[config.mk]
export PLATFORM = sky130hd
export DESIGN_NAME = pq_arb
export DESIGN_NICKNAME = d
export VERILOG_FILES = /design/src/rtl/pq_pkg.sv /design/src/rtl/pq_arb_rr.sv /design/src/rtl/pq_arb.sv
export SDC_FILE = /design/constraint.sdc
export NUM_CORES = 1
export LEC_CHECK = 0
export ABC_AREA = 1
export CELL_PAD_IN_SITES_DETAIL_PLACEMENT = 1
export CELL_PAD_IN_SITES_GLOBAL_PLACEMENT = 2
export CORE_MARGIN = 1.5
export CORE_UTILIZATION = 19
export CTS_BUF_LIST = sky130_fd_sc_hd__clkbuf_8
export CTS_CLUSTER_DIAMETER = 200
export DETAILED_ROUTE_END_ITERATION = 12
export HOLD_SLACK_MARGIN = 0.12
export PLACE_DENSITY_LB_ADDON = 0.3
export SYNTH_ARGS = -nofsm -noshare
export SYNTH_HDL_FRONTEND = slang
export SYNTH_HIERARCHICAL = 1
export SYNTH_SLANG_ARGS = --single-unit
[constraint.sdc]
create_clock -name clk -period 3.26 [get_ports clk]
set_input_delay 0.652 -clock clk [delete_from_list [all_inputs] [get_ports clk]]
set_output_delay 0.652 -clock clk [all_outputs]
set_load 0.01 [all_outputs]
[src/rtl/pq_pkg.sv]
// pq_pkg: shared key/value type and round-robin pick helper for the priority-queue arbiter
package pq_pkg;
    localparam int KEY_WIDTH = 8;
    localparam int VAL_WIDTH = 8;
    localparam int MAX_REQ   = 32;
    typedef logic [KEY_WIDTH+VAL_WIDTH-1:0] kv_t;
    typedef struct packed {
        logic       valid;
        logic [4:0] idx;
    } pick_t;
    // Descending scan so the lowest offset from ptr wins the final overwrite
    function automatic pick_t rr_pick(input logic [MAX_REQ-1:0] req, input int unsigned ptr,
                                      input int unsigned n);
        pick_t       p;
        int unsigned j;
        p = '0;
        for (int k = MAX_REQ - 1; k >= 0; k--) begin
            j = ptr + unsigned'(k);
            j = (j >= n) ? j - n : j;
            if (unsigned'(k) < n && req[j]) begin
                p.valid = 1'b1;
                p.idx   = 5'(j);
            end
        end
        return p;
    endfunction
endpackage

[src/rtl/pq_arb_rr.sv]
// rr_arb: combinational round-robin pick starting at ptr, one-hot grant plus index
module rr_arb
    import pq_pkg::*;
#(
    parameter  int N_REQ = 4,
    localparam int IDX_W = $clog2(N_REQ)
) (
    input  logic [N_REQ-1:0] req,
    input  logic [IDX_W-1:0] ptr,
    output logic [N_REQ-1:0] gnt,
    output logic [IDX_W-1:0] idx,
    output logic             vld
);
    pick_t p;
    always_comb begin
        p   = rr_pick(MAX_REQ'(req), unsigned'(32'(ptr)), unsigned'(N_REQ));
        vld = p.valid;
        idx = IDX_W'(p.idx);
        gnt = vld ? N_REQ'(1) << idx : '0;
    end
endmodule

[src/rtl/pq_arb.sv]
// pq_arb: round-robin sharing of one priority queue among N_REQ requesters
// Independent enqueue/dequeue pointers; dequeued items return through a registered port.
module pq_arb
    import pq_pkg::*;
#(
    parameter  int N_REQ = 4,
    localparam int IDX_W = $clog2(N_REQ)
) (
    input  logic             clk,
    input  logic             rst,
    input  logic [N_REQ-1:0] req_enq,
    input  logic [N_REQ-1:0] req_deq,
    input  kv_t              req_kv [N_REQ],
    output logic [N_REQ-1:0] gnt_enq,
    output logic [N_REQ-1:0] gnt_deq,
    output logic [N_REQ-1:0] rsp_valid,
    output kv_t              rsp_kv,
    output logic             pq_enq,
    output logic             pq_deq,
    output kv_t              pq_kvi,
    input  kv_t              pq_kvo,
    input  logic             pq_full,
    input  logic             pq_empty
);
    logic [IDX_W-1:0] ptr_enq, ptr_deq, e_idx, d_idx;
    logic [N_REQ-1:0] e_gnt, d_gnt, rsp_q;
    logic             e_vld, d_vld, enq_ok, deq_ok;
    kv_t              rsp_kv_q;

    rr_arb #(.N_REQ(N_REQ)) u_enq (.req(req_enq), .ptr(ptr_enq), .gnt(e_gnt), .idx(e_idx), .vld(e_vld));
    rr_arb #(.N_REQ(N_REQ)) u_deq (.req(req_deq), .ptr(ptr_deq), .gnt(d_gnt), .idx(d_idx), .vld(d_vld));

    function automatic logic [IDX_W-1:0] nxt(input logic [IDX_W-1:0] i);
        return (32'(i) == N_REQ - 1) ? '0 : i + 1'b1;
    endfunction

    // A full queue still accepts an enqueue when a dequeue frees a slot in the same cycle
    always_comb begin
        deq_ok    = !rst && d_vld && !pq_empty;
        enq_ok    = !rst && e_vld && (!pq_full || deq_ok);
        gnt_enq   = enq_ok ? e_gnt : '0;
        gnt_deq   = deq_ok ? d_gnt : '0;
        pq_enq    = enq_ok;
        pq_deq    = deq_ok;
        pq_kvi    = enq_ok ? req_kv[e_idx] : '0;
        rsp_valid = rst ? '0 : rsp_q;
        rsp_kv    = rst ? '0 : rsp_kv_q;
    end

    always_ff @(posedge clk) begin
        if (rst) begin
            ptr_enq  <= '0;
            ptr_deq  <= '0;
            rsp_q    <= '0;
            rsp_kv_q <= '0;
        end else begin
            if (enq_ok) ptr_enq <= nxt(e_idx);
            if (deq_ok) begin
                ptr_deq  <= nxt(d_idx);
                rsp_kv_q <= pq_kvo;
            end
            rsp_q <= gnt_deq;
        end
    end
endmodule

; ---- After elaboration in Yosys (flattened, before gate mapping)
; Cells that the tools add are included.
[word_totals]
reg_bits = 24
out_inout_bits = 46
word_cells = 94
in_bits = 92
[op_classes]
n_reduce_logical = 8
n_lt_le_gt_ge = 17
muxes = 44
addsub = 16
bitwise = 1
n_eq_ne = 2
shift = 2
[ops]
columns = op, count
row1 = $lt A32 B6 Y1 const B, 8
row2 = $mux W32, 8
row3 = $ge A32 B3 Y1 const B, 6
row4 = $sub A32 B3 Y32 const B, 6
row5 = $mux W16, 4
row6 = $mux W6, 8
row7 = $bmux W1 S5, 8
row8 = $bmux W16 S2, 1
row9 = $mux W4, 5
row10 = $add A2 B2 Y3 const B, 4
row11 = $mux W1, 8
row12 = $shl A1 B2 Y4 const A, 2
row13 = $sub A2 B3 Y4 const B, 2
row14 = $add A2 B1 Y3 const B, 2
row15 = $ge A2 B3 Y1 const B, 2
row16 = $add A2 B1 Y2 const B, 2
row17 = $eq A2 B2 Y1 const B, 2
row18 = $logic_and A1 B1 Y1, 4
row19 = $mux W2, 2
row20 = $ge A3 B3 Y1 const B, 1
row21 = $logic_not A1 Y1, 3
row22 = $not A2 Y3, 1
row23 = $logic_or A1 B1 Y1, 1

; ---- Logic depth before layout (Yosys ltp)
; Gate-level depths: netlist of the first run.
[depth]
ltp_word = 14
depth_mapped = 18
mapped_depth_nobuf = 17

; ---- Cells and area by module
; Netlist of the first run, hierarchy kept.
[by_module_without_submodules]
columns = module, n_inst, cells_each, seq_area_each_um2, area_each_um2
row1 = pq_arb, 1, 323, 480.5, 1938.1
row2 = rr_arb, 2, 67, 0.0, 367.9

; ---- Worst setup path after synthesis of the first run
; Ideal clock, no wire load.
[synth_path]
kind = reg2out
start = reg ptr_enq[0]
end = out pq_kvi[12]
arrival_time_ns = 2.146
path_stages_with_launch = 18
path_buffers = 2
setup_slack_ns = 0.462
path_cell_list = dfxtp_1 > inv_2 > ha_1 > inv_1 > nand3_1 > nand3_2 > nand2_1 > nand2_1 > nand2_1 > nand2_2 > inv_1 > buf_6 > inv_4 > buf_6 > nand2_1 > nand2_1 > nand2_1 > a21oi_2
[synth_between]
elab_chain_len = 14
elab_cells_between_ends = 34
[synth_rtl]
columns = element, line_no
row1 = from (decl), pq_arb.sv:25  ; logic [IDX_W-1:0] ptr_enq, ptr_deq, e_idx, d_idx;
row2 = from (signal assigned), pq_arb.sv:57  ; if (enq_ok) ptr_enq <= nxt(e_idx);
row3 = $add A2 B2 Y3, pq_pkg.sv:18  ; j = ptr + unsigned'(k);
row4 = $sub A32 B3 Y32 / $ge A32 B3 Y1 (equally long branches), pq_pkg.sv:19  ; j = (j >= n) ? j - n : j;
row5 = $mux W32, pq_pkg.sv:19
row6 = $bmux W1 S5, pq_pkg.sv:20  ; if (unsigned'(k) < n && req[j]) begin
row7 = $mux W1 (implied by the code), pq_pkg.sv:20
row8 = $mux W6 (3 in series), pq_pkg.sv:20
row9 = $mux W6 (*), pq_pkg.sv:20
row10 = via e_idx[0], pq_arb.sv:25
row11 = $not A2 Y3 (implied by the code) (*), pq_arb.sv:45  ; pq_kvi = enq_ok ? req_kv[e_idx] : '0;
row12 = $bmux W16 S2 (*), pq_arb.sv:45
row13 = $mux W16 (implied by the code) (*) (2 in series), pq_arb.sv:45
row14 = $mux W16 (*), pq_arb.sv:45
row15 = to (decl), pq_arb.sv:20  ; output kv_t pq_kvi,
; The timed path passes the listed nets; every way through them passes the cells marked *. The select of a mux whose other input is x is not followed.

; ---- Final worst setup path of the first run
[layout_path]
start = reg ptr_enq[1]
end = out gnt_enq[2]
[layout_between]
elab_chain_len = 12
elab_cells_between_ends = 32
[layout_rtl]
columns = element, line_no
row1 = $add A2 B2 Y3, pq_pkg.sv:18
row2 = $sub A32 B3 Y32 / $ge A32 B3 Y1 (equally long branches), pq_pkg.sv:19
row3 = $mux W32, pq_pkg.sv:19
row4 = $bmux W1 S5, pq_pkg.sv:20
row5 = $mux W1 (implied by the code), pq_pkg.sv:20
row6 = $mux W6 (3 in series), pq_pkg.sv:20
row7 = $mux W6 (*), pq_pkg.sv:20
row8 = via e_idx[1], pq_arb.sv:25
row9 = $shl A1 B2 Y4 (*), pq_arb_rr.sv:19  ; gnt = vld ? N_REQ'(1) << idx : '0;
row10 = $mux W4 (*), pq_arb_rr.sv:19
row11 = via e_gnt[2], pq_arb.sv:26  ; logic [N_REQ-1:0] e_gnt, d_gnt, rsp_q;
row12 = $mux W4 (*), pq_arb.sv:41  ; gnt_enq = enq_ok ? e_gnt : '0;
row13 = to (decl), pq_arb.sv:14  ; output logic [N_REQ-1:0] gnt_enq,
; Marks and branches as above.

==> results of run 1 <==
[power groups by stage]
| stage | Clock (uW) | Sequential (uW) | Combinational, uW |
|---|---|---|---|
| 2_1_floorplan | 0 | 404 | 2070 |
| 3_3_place_gp | 0 | 389 | 3260 |
| 3_5_place_dp | 0 | 392 | 3320 |
| 4_1_cts | 280 | 387 | 3290 |
| 5_1_grt | 287 | 393 | 3690 |
| 6_report | 265 | 385 | 3270 |
[metrics by stage]
step	cell area (um^2)	hold slack [ns]	util
floorplan	2670	0.452	-
global placement	4460	0.471	0.322
detailed placement	4460	0.480	0.322
CTS	4540	0.496	0.328
global route	4500	0.522	0.326
finish	4500	0.492	0.326
[sequential cells by signal (all words and copies together) (netlist names)]
name,flops
rsp_kv_q,16
rsp_q,4
ptr_deq,2
ptr_enq,2
[final cells by class]
class	count	area, um^2
multi-input combinational	320	1690
fill	1793	9320
sequential	24	482
inverter	96	383
clock buffer	3	41.3
timing repair buffer	181	1660
tap	180	225
clock inverter	1	30.0
[timing repair]
action / 4_1_cts / 5_1_grt
gates cloned: 0 / 1
gates resized for setup: 62 / 38
pin swaps: 1 / 1
endpoints found under the setup margin: 26 / 24
[path summary, 6_finish.rpt]
| check | endpoint | slack [ns] | startpoint |
|---|---|---|---|
| max | gnt_enq[2] | 0.21 | ptr_enq[1] |
| min | rsp_kv_q[5] | 0.49 | rsp_kv_q[5] |
| max reg2reg | rsp_kv_q[9] | 1.00 | ptr_deq[1] |
| min reg2reg | rsp_kv_q[5] | 0.49 | rsp_kv_q[5] |
[synth_stat cells, types with 3 or more instances]
master                    number
sky130_fd_sc_hd__a21oi_1       4
sky130_fd_sc_hd__ha_1         12
sky130_fd_sc_hd__buf_6        10
sky130_fd_sc_hd__nor2_1       24
sky130_fd_sc_hd__buf_4         3
sky130_fd_sc_hd__a21oi_2      16
sky130_fd_sc_hd__nand3_2      10
sky130_fd_sc_hd__inv_1        85
sky130_fd_sc_hd__nand4_1       4
sky130_fd_sc_hd__nand2_1     173
sky130_fd_sc_hd__nand2_2      14
sky130_fd_sc_hd__nand3_1      38
sky130_fd_sc_hd__o21ai_2       6
sky130_fd_sc_hd__inv_2         8
sky130_fd_sc_hd__o21ai_0       8
sky130_fd_sc_hd__dfxtp_1      24
[worst max-delay path, stage by stage (launching register included)]
cell and delay [ns]:
sky130_fd_sc_hd__dfxtp_2 0.35, sky130_fd_sc_hd__buf_4 0.16, sky130_fd_sc_hd__ha_2 0.18, sky130_fd_sc_hd__or2_2 0.32
sky130_fd_sc_hd__nand3_2 0.09, sky130_fd_sc_hd__buf_4 0.12, sky130_fd_sc_hd__nand3_1 0.09, sky130_fd_sc_hd__nand3_2 0.10
sky130_fd_sc_hd__nand2_2 0.11, sky130_fd_sc_hd__buf_4 0.17, sky130_fd_sc_hd__nand2_1 0.05, sky130_fd_sc_hd__inv_1 0.03
sky130_fd_sc_hd__inv_1 0.04, sky130_fd_sc_hd__nor2_1 0.04, sky130_fd_sc_hd__dlygate4sd2_1 0.29
[metal layers]
| layer | share of wire | track usage | up-vias |
|---|---|---|---|
| li1 | - | - | 1704 |
| met1 | 0.45 | 0.165 | 1439 |
| met2 | 0.48 | 0.238 | 101 |
| met3 | 0.067 | 0.0243 | 3 |
| met4 | 0.0029 | 0.0110 | 0 |
| met5 | 0 | 0 | - |
[kinds of logic after synthesis]
kind of cell	after synthesis	share of synthesized area
buffers and inverters	113	0.204
and+or+nand+nor	270	0.456
DFF	24	0.180
adders and majority gates	12	0.0562
AOI/OAI and AO/OA	38	0.104
==> results.txt, run 1 <==
- Most frequent cells in the layout: 167 x sky130_fd_sc_hd__nand2_1, 107 x sky130_fd_sc_hd__clkdlybuf4s50_1, 84 x sky130_fd_sc_hd__inv_1, 39 x sky130_fd_sc_hd__buf_4, 36 x sky130_fd_sc_hd__nand3_1
- For the pin with the worst max-slew slack, the measured transition is 0.330 ns.
- The internal power of the cells totals 1960 uW.
- The critical path is of the reg2out type.
- Summed over all layers, the global routing overflow is 0.
* Tot Pwr: 3920 uW
* Wire length of the first global-routing pass: 15.8 mm
* Cell type contributing the most total cell area after synthesis: sky130_fd_sc_hd__nand2_1
- The number of cells on the worst reg-to-reg path is 12.
- Pre-CTS setup slack: -0.445 ns
- Max-capacitance violation count: 0
* Mapped Avg Cell Area: 5.85 um^2
* Yosys warning count: 6
* Effective utilization at floorplan: 0.193
- Counting I/O delays and the setup requirement, the final critical path takes 3.05 ns.
- Proportion of power drawn by the clock network: 0.068
- Post-Synthesis Cells: 457
- Across the VDD grid, the largest voltage drop is 0.000268 V.
* Arr. time, crit path: 2.40 ns
- Number of flops mapped to enable cells by yosys: 0
* Post-DRT Antenna Nets: 0
* Layout cell share with drive strength beyond 1: 0.232
* Detailed placer's ending HPWL: 8.17 mm
- Count of clock tree sinks: 24
* Share of the cycle needed by the critical path after routing: 0.936
- Flop pwr share: 0.098
* Kind of start point of the critical path: register
- Static leakage power: 0.00241 uW
- Area of the die: 14800 um^2
- Post-synthesis instance area: 2670 um^2
- Number of different library cells in the post-synthesis netlist: 27
- After detailed routing, the number of vias per cell comes to 4.03.
- CTS H-tree lvls: 1
- In this run the clock root is driven by a sky130_fd_sc_hd__clkbuf_8.
- Clock tree from TritonCTS: done
- Chip Height: 122 um
* # setup viols final: 0
- Relative to the synthesized area, the layout overhead comes to 68.4%.
- Before antenna repair, the detailed router went through 4 iterations.
- Horizontal die dimension: 122 um
- For the worst setup path, the data required time is 2.61 ns.
- Critical path fanouts, max: 5
- Combinational cell fraction of total power: 0.834
- The core region is 13800 um^2.
- Share of the synthesized area in the top cell type: 0.243
* Switch share: 0.501
- Most common flop cell mapped by yosys: sky130_fd_sc_hd__dfxtp_1
- Routability congestion estimate: 0.767
* Result of the run: finished clean
- Class of the tightest hold or removal check: reg2reg
* Clock Pin Slew Worst Setup and Hold Paths: 0.09 ns
- Pin count of the biggest net entering global routing: 34
- Post-Route Setup TNS: 0 ns
* Total via count in the routed design: 3247
* Post-Route Skew: 0.00122 ns
- Routed WL: 9.93 mm
- Across all setup checks in the final design, the least slack found is 0.208 ns.
* Placement row count: 43
- Top Ports: 138
- The max-slew violation total from the final report was 0.
* Via count of the first global-routing pass: 3408
- The initial antenna violation count came to 0.
- The worst pin sits at a relative slew slack of 0.780.
* DRC violation total after the first TritonRoute iteration: 66
- Mean routed wirelength per cell: 12.3 um
- Clk_lat worst skew: 0.27 ns
- The number of nets handed over by synthesis was 561.
* Achievable clock frequency: 0.328 GHz
* Inst Count DP: 800
* Max Root-Sink Buffers: 2
- Number of buffers added for setup after CTS: 0
- Most common cell after layout, fill and taps aside: sky130_fd_sc_hd__nand2_1
- Buffers inserted during clock tree synthesis total 3.
- After synthesis, the cell types taking the most area are sky130_fd_sc_hd__nand2_1 24%, sky130_fd_sc_hd__dfxtp_1 18%, sky130_fd_sc_hd__inv_1 12%, sky130_fd_sc_hd__nand3_1 7.1%, sky130_fd_sc_hd__ha_1 5.6%.
- In this run the power density over the cells is 871 nW/um^2.
* Worst hold path depth: 2
- For this run, the post-layout net count is 730.
- Setup repair after global routing left no endpoint under its margin.
- The count of buffers added on input and output ports is 137.
- For this run, design rule violations remaining after detail routing come to 0.
* Number of diodes: 0
- The worst setup path is captured at an output port.
- Final Hold Violating Endpoints: 0
- Total net switching power: 1960 uW
- Quantity of hold-fixing buffers added after cts: 0
* Portion of the post-synthesis area used by sequential elements: 0.180
* Share of async-settable or async-resettable flops after synthesis: 0
- Final std cells w/o fill: 805
- For this run, the total global-route usage over all layers was measured as 0.131.
- After synthesis the netlist holds a flip-flop and latch count of 24.
No activity file was read; power rests on OpenSTA's default activity.
==> inputs of run 2 (changes only) <==
- CORE_MARGIN: 1.5 -> default
==> run 2 against run 1 <==
Effect of this change: fmax shrank 2.2%; worst setup slack got worse by 0.070 ns; core utilization grew 1.1 points; non-clock buffer count grew 1; die area shrank 1.6%; cell count down 0.25%; clock-buffer cell count is the same; power increased by 2.8%; first-iteration DRC count increased by 62%; sequential power about the same; sequential share of layout area shrank 0.12 points; register-to-register slack got worse by 0.08 ns; largest cell class unchanged; largest power group unchanged.
==> results.txt, run 2 (synthesis gave the netlist of run 1 again) <==
* Result of the run: finished clean (unchanged)
- Arr. time, crit path: 2.47 ns (was 2.40 ns)
- Largest registers ranked by flip-flop count: rsp_kv_q (16), rsp_q (4) (unchanged).
- Most common cell after layout, fill and taps aside: sky130_fd_sc_hd__nand2_1 (unchanged)
- Routed WL: 10.0 mm (was 9.93 mm)
* Wire length of the first global-routing pass: 16.2 mm (was 15.8 mm)
* Clock Pin Slew Worst Setup and Hold Paths: 0.09 ns (about the same)
- Area of the die: 14600 um^2 (was 14800 um^2)
- The worst slack at placement is -0.524 ns (was -0.445 ns).
- Grt met2 use: 0.250 (was 0.238)
- The number of buffers on the longest clock path came to 2 (unchanged).
- Max-slew violations: 0 (unchanged)
* M1 GR Usage: 0.169 (was 0.165)
* Fill count: 1752 (was 1793)
- Multi-input gate area: 1720 um^2 (was 1690 um^2)
* Clock tree from TritonCTS: done (unchanged)
- Static leakage power: 0.00243 uW (was 0.00241 uW)
* Clk_lat worst skew: 0.27 ns (about the same)
- The residual DRC count is 0 (unchanged).
- The height of the die came to 121 um (was 122 um).
- Placement row count: 42 (was 43)
- Crit path max-delay family: buffers and inverters (unchanged)
* Share of the cycle needed by the critical path after routing: 0.958 (was 0.936)
- The worst max-slew margin expressed relative to the limit came to 0.746 (was 0.780).
* Final global-route overflow total: 0 (unchanged)
- The delay of the slowest cell on the worst path was 0.51 ns (was 0.35 ns).
- The worst setup margin is 0.138 ns (was 0.208 ns).
* Routability congestion estimate: 0.770 (was 0.767)
- Power per standard cell area: 885 nW/um^2 (was 871 nW/um^2)
* DRC violation total after the first TritonRoute iteration: 107 (was 66)
- The die width was 121 um (was 122 um).
* Mean routed wirelength per cell: 12.5 um (was 12.3 um)
- The setup TNS is 0 ns (unchanged).
- Number of clock buffers inserted by TritonCTS: 3 (unchanged)
- The worst hold margin came to 0.484 ns (was 0.492 ns).
- Global-route met3 utilization: 0.0198 (was 0.0243)
- Total via count in the routed design: 3299 (was 3247)
* Maximum VDD drop: 0.000274 V (was 0.000268 V)
- The most used cell along the critical path is sky130_fd_sc_hd__inv_1 (was sky130_fd_sc_hd__buf_4).
- Detailed placer's ending HPWL: 7.97 mm (was 8.17 mm)
- Tot Pwr: 4030 uW (was 3920 uW)
- Synth-to-layout area growth: 70.3% (was 68.4%)
- Achievable clock frequency: 0.320 GHz (was 0.328 GHz)
- Post-DRT Antenna Nets: 0 (unchanged)
- Final Hold Violating Endpoints: 0 (unchanged)
* Most frequent cells in the layout: 166 x sky130_fd_sc_hd__nand2_1, 107 x sky130_fd_sc_hd__clkdlybuf4s50_1, 81 x sky130_fd_sc_hd__inv_1, 39 x sky130_fd_sc_hd__buf_4, 37 x sky130_fd_sc_hd__nand3_1 (was 167 x sky130_fd_sc_hd__nand2_1, 107 x sky130_fd_sc_hd__clkdlybuf4s50_1, 84 x sky130_fd_sc_hd__inv_1, 39 x sky130_fd_sc_hd__buf_4, 36 x sky130_fd_sc_hd__nand3_1)
- The worst path required time is 2.61 ns (about the same).
* Post-layout util: 0.337 (was 0.326)
* Class of the tightest hold or removal check: reg2reg (unchanged)
- The fraction of layout cells with a size suffix above 1 came to 0.238 (was 0.232).
* Seq. cell area: 482 um^2 (unchanged)
* CTS H-tree lvls: 1 (unchanged)
- The initial core utilization is 0.198 (was 0.193).
- Critical Path, Cell by Cell: clkdlybuf4s50_1 -> inv_1 -> nand2_1 -> nand3_1 -> nand2_1 -> inv_1 -> nand4_1 -> nand2_2 -> buf_4 -> nor2_8 -> inv_1 -> nor2_1 -> clkdlybuf4s15_1 (was buf_4 -> ha_2 -> or2_2 -> nand3_2 -> buf_4 -> nand3_1 -> nand3_2 -> nand2_2 -> buf_4 -> nand2_1 -> inv_1 -> inv_1 -> nor2_1 -> dlygate4sd2_1).
- Flip-flop count of the largest register after layout: 16 (unchanged)
* Count of clock tree sinks: 24 (unchanged)
- The initial antenna violation count was 0 (unchanged).
- The number of buffer cells added on primary ports was 137 (unchanged).
- Number of nets in the final layout: 732 (was 730)
* Crit path capture type: output port (unchanged)
- Minimum clock period after layout: 3.12 ns (was 3.05 ns)
- Slew @ Worst Pin: 0.380 ns (was 0.330 ns)
- The top-level port count came to 138 (unchanged).
- Worst Setup Path Type: in2out (was reg2out)
- Quantity of hold-fixing buffers added after cts: 0 (unchanged)
- GRT Total Usage: 0.136 (was 0.131)
- The startpoint kind of the worst setup timing path was an input port (was register).
* Register with the highest flop count: rsp_kv_q (unchanged)
* Most Crowded Layer GR: met2 (unchanged)
* Area inside the core boundary: 13500 um^2 (was 13800 um^2)
* Root Buffer: sky130_fd_sc_hd__clkbuf_8 (unchanged)
- Via count of the first global-routing pass: 3487 (was 3408)
- The peak fanout along the critical path came to 6 (was 5).
- # setup viols final: 0 (unchanged)
- Router iterations before antenna repair: 4 (unchanged)
- The max-cap violation count was 0 (unchanged).
- The ratio of routed vias to standard cells was 4.11 (was 4.03).
* Post-Route Skew: 0.00403 ns (was 0.00122 ns)
- The maximum number of pins on one net before global-route repair is 34 (unchanged).
- The number of diodes came to 0 (unchanged).
- Buffering stage count on the worst path with inverters included: 6 (unchanged)
- Slowest stage cell on the critical path: sky130_fd_sc_hd__clkdlybuf4s50_1 (was sky130_fd_sc_hd__dfxtp_2)
* Unrepaired setup endpoints after global routing: false (unchanged)
==> run 2: area by class of cell <==
type,count,share of cell area
multi-input cells,321,0.377
well taps,176,0.0484
clock buffers,3,0.00907
clock inverters,1,0.00660
flip-flops and latches,24,0.106
repair buffers,182,0.368
inverters,96,0.0857
==> run 2: metrics by stage <==
stage / instance area [um^2] / instances
after floorplan: 2670 / 457
after global placement: 4430 / 796
after detailed placement: 4430 / 796
after CTS: 4530 / 803
after global routing: 4550 / 803
final: 4550 / 803
==> run 2: worst min-delay path, cell delays in order, from the launching register on <==
cell,delay (ns)
sky130_fd_sc_hd__dfxtp_1,0.31
sky130_fd_sc_hd__nand2_1,0.07
sky130_fd_sc_hd__o21ai_1,0.06
==> run 2: worst paths after layout <==
| path | startpoint | end | cells past startpoint | slack, ns |
|---|---|---|---|---|
| min reg2reg | rsp_kv_q[5] | rsp_kv_q[5] | 2 | 0.48 |
| max reg2reg | ptr_deq[0] | rsp_kv_q[15] | 13 | 0.92 |
| max | req_deq[1] | gnt_deq[3] | 13 | 0.14 |
| min | rsp_kv_q[5] | rsp_kv_q[5] | 2 | 0.48 |
==> run 2: repair_timing <==
item                       4_1_cts  5_1_grt
pin swaps                        3        3
gates resized for setup         85       38
buffers inserted                 1        0
cloned                           2        0
setup endpoints to repair       26       25
==> run 2: metal layers <==
metal | vias up | routed length (um)
met5 | - | 0
met4 | 0 | 65
met3 | 7 | 674
met2 | 103 | 4690
met1 | 1484 | 4570
li1 | 1705 | -
==> run 2: power by group <==
group / switching [uW] / internal, uW / total [uW] / leakage [uW]
registers: 27.1 / 360 / 387 / 0.000198
clock network: 100 / 164 / 264 / 0.0000357
logic: 1900 / 1480 / 3380 / 0.00219
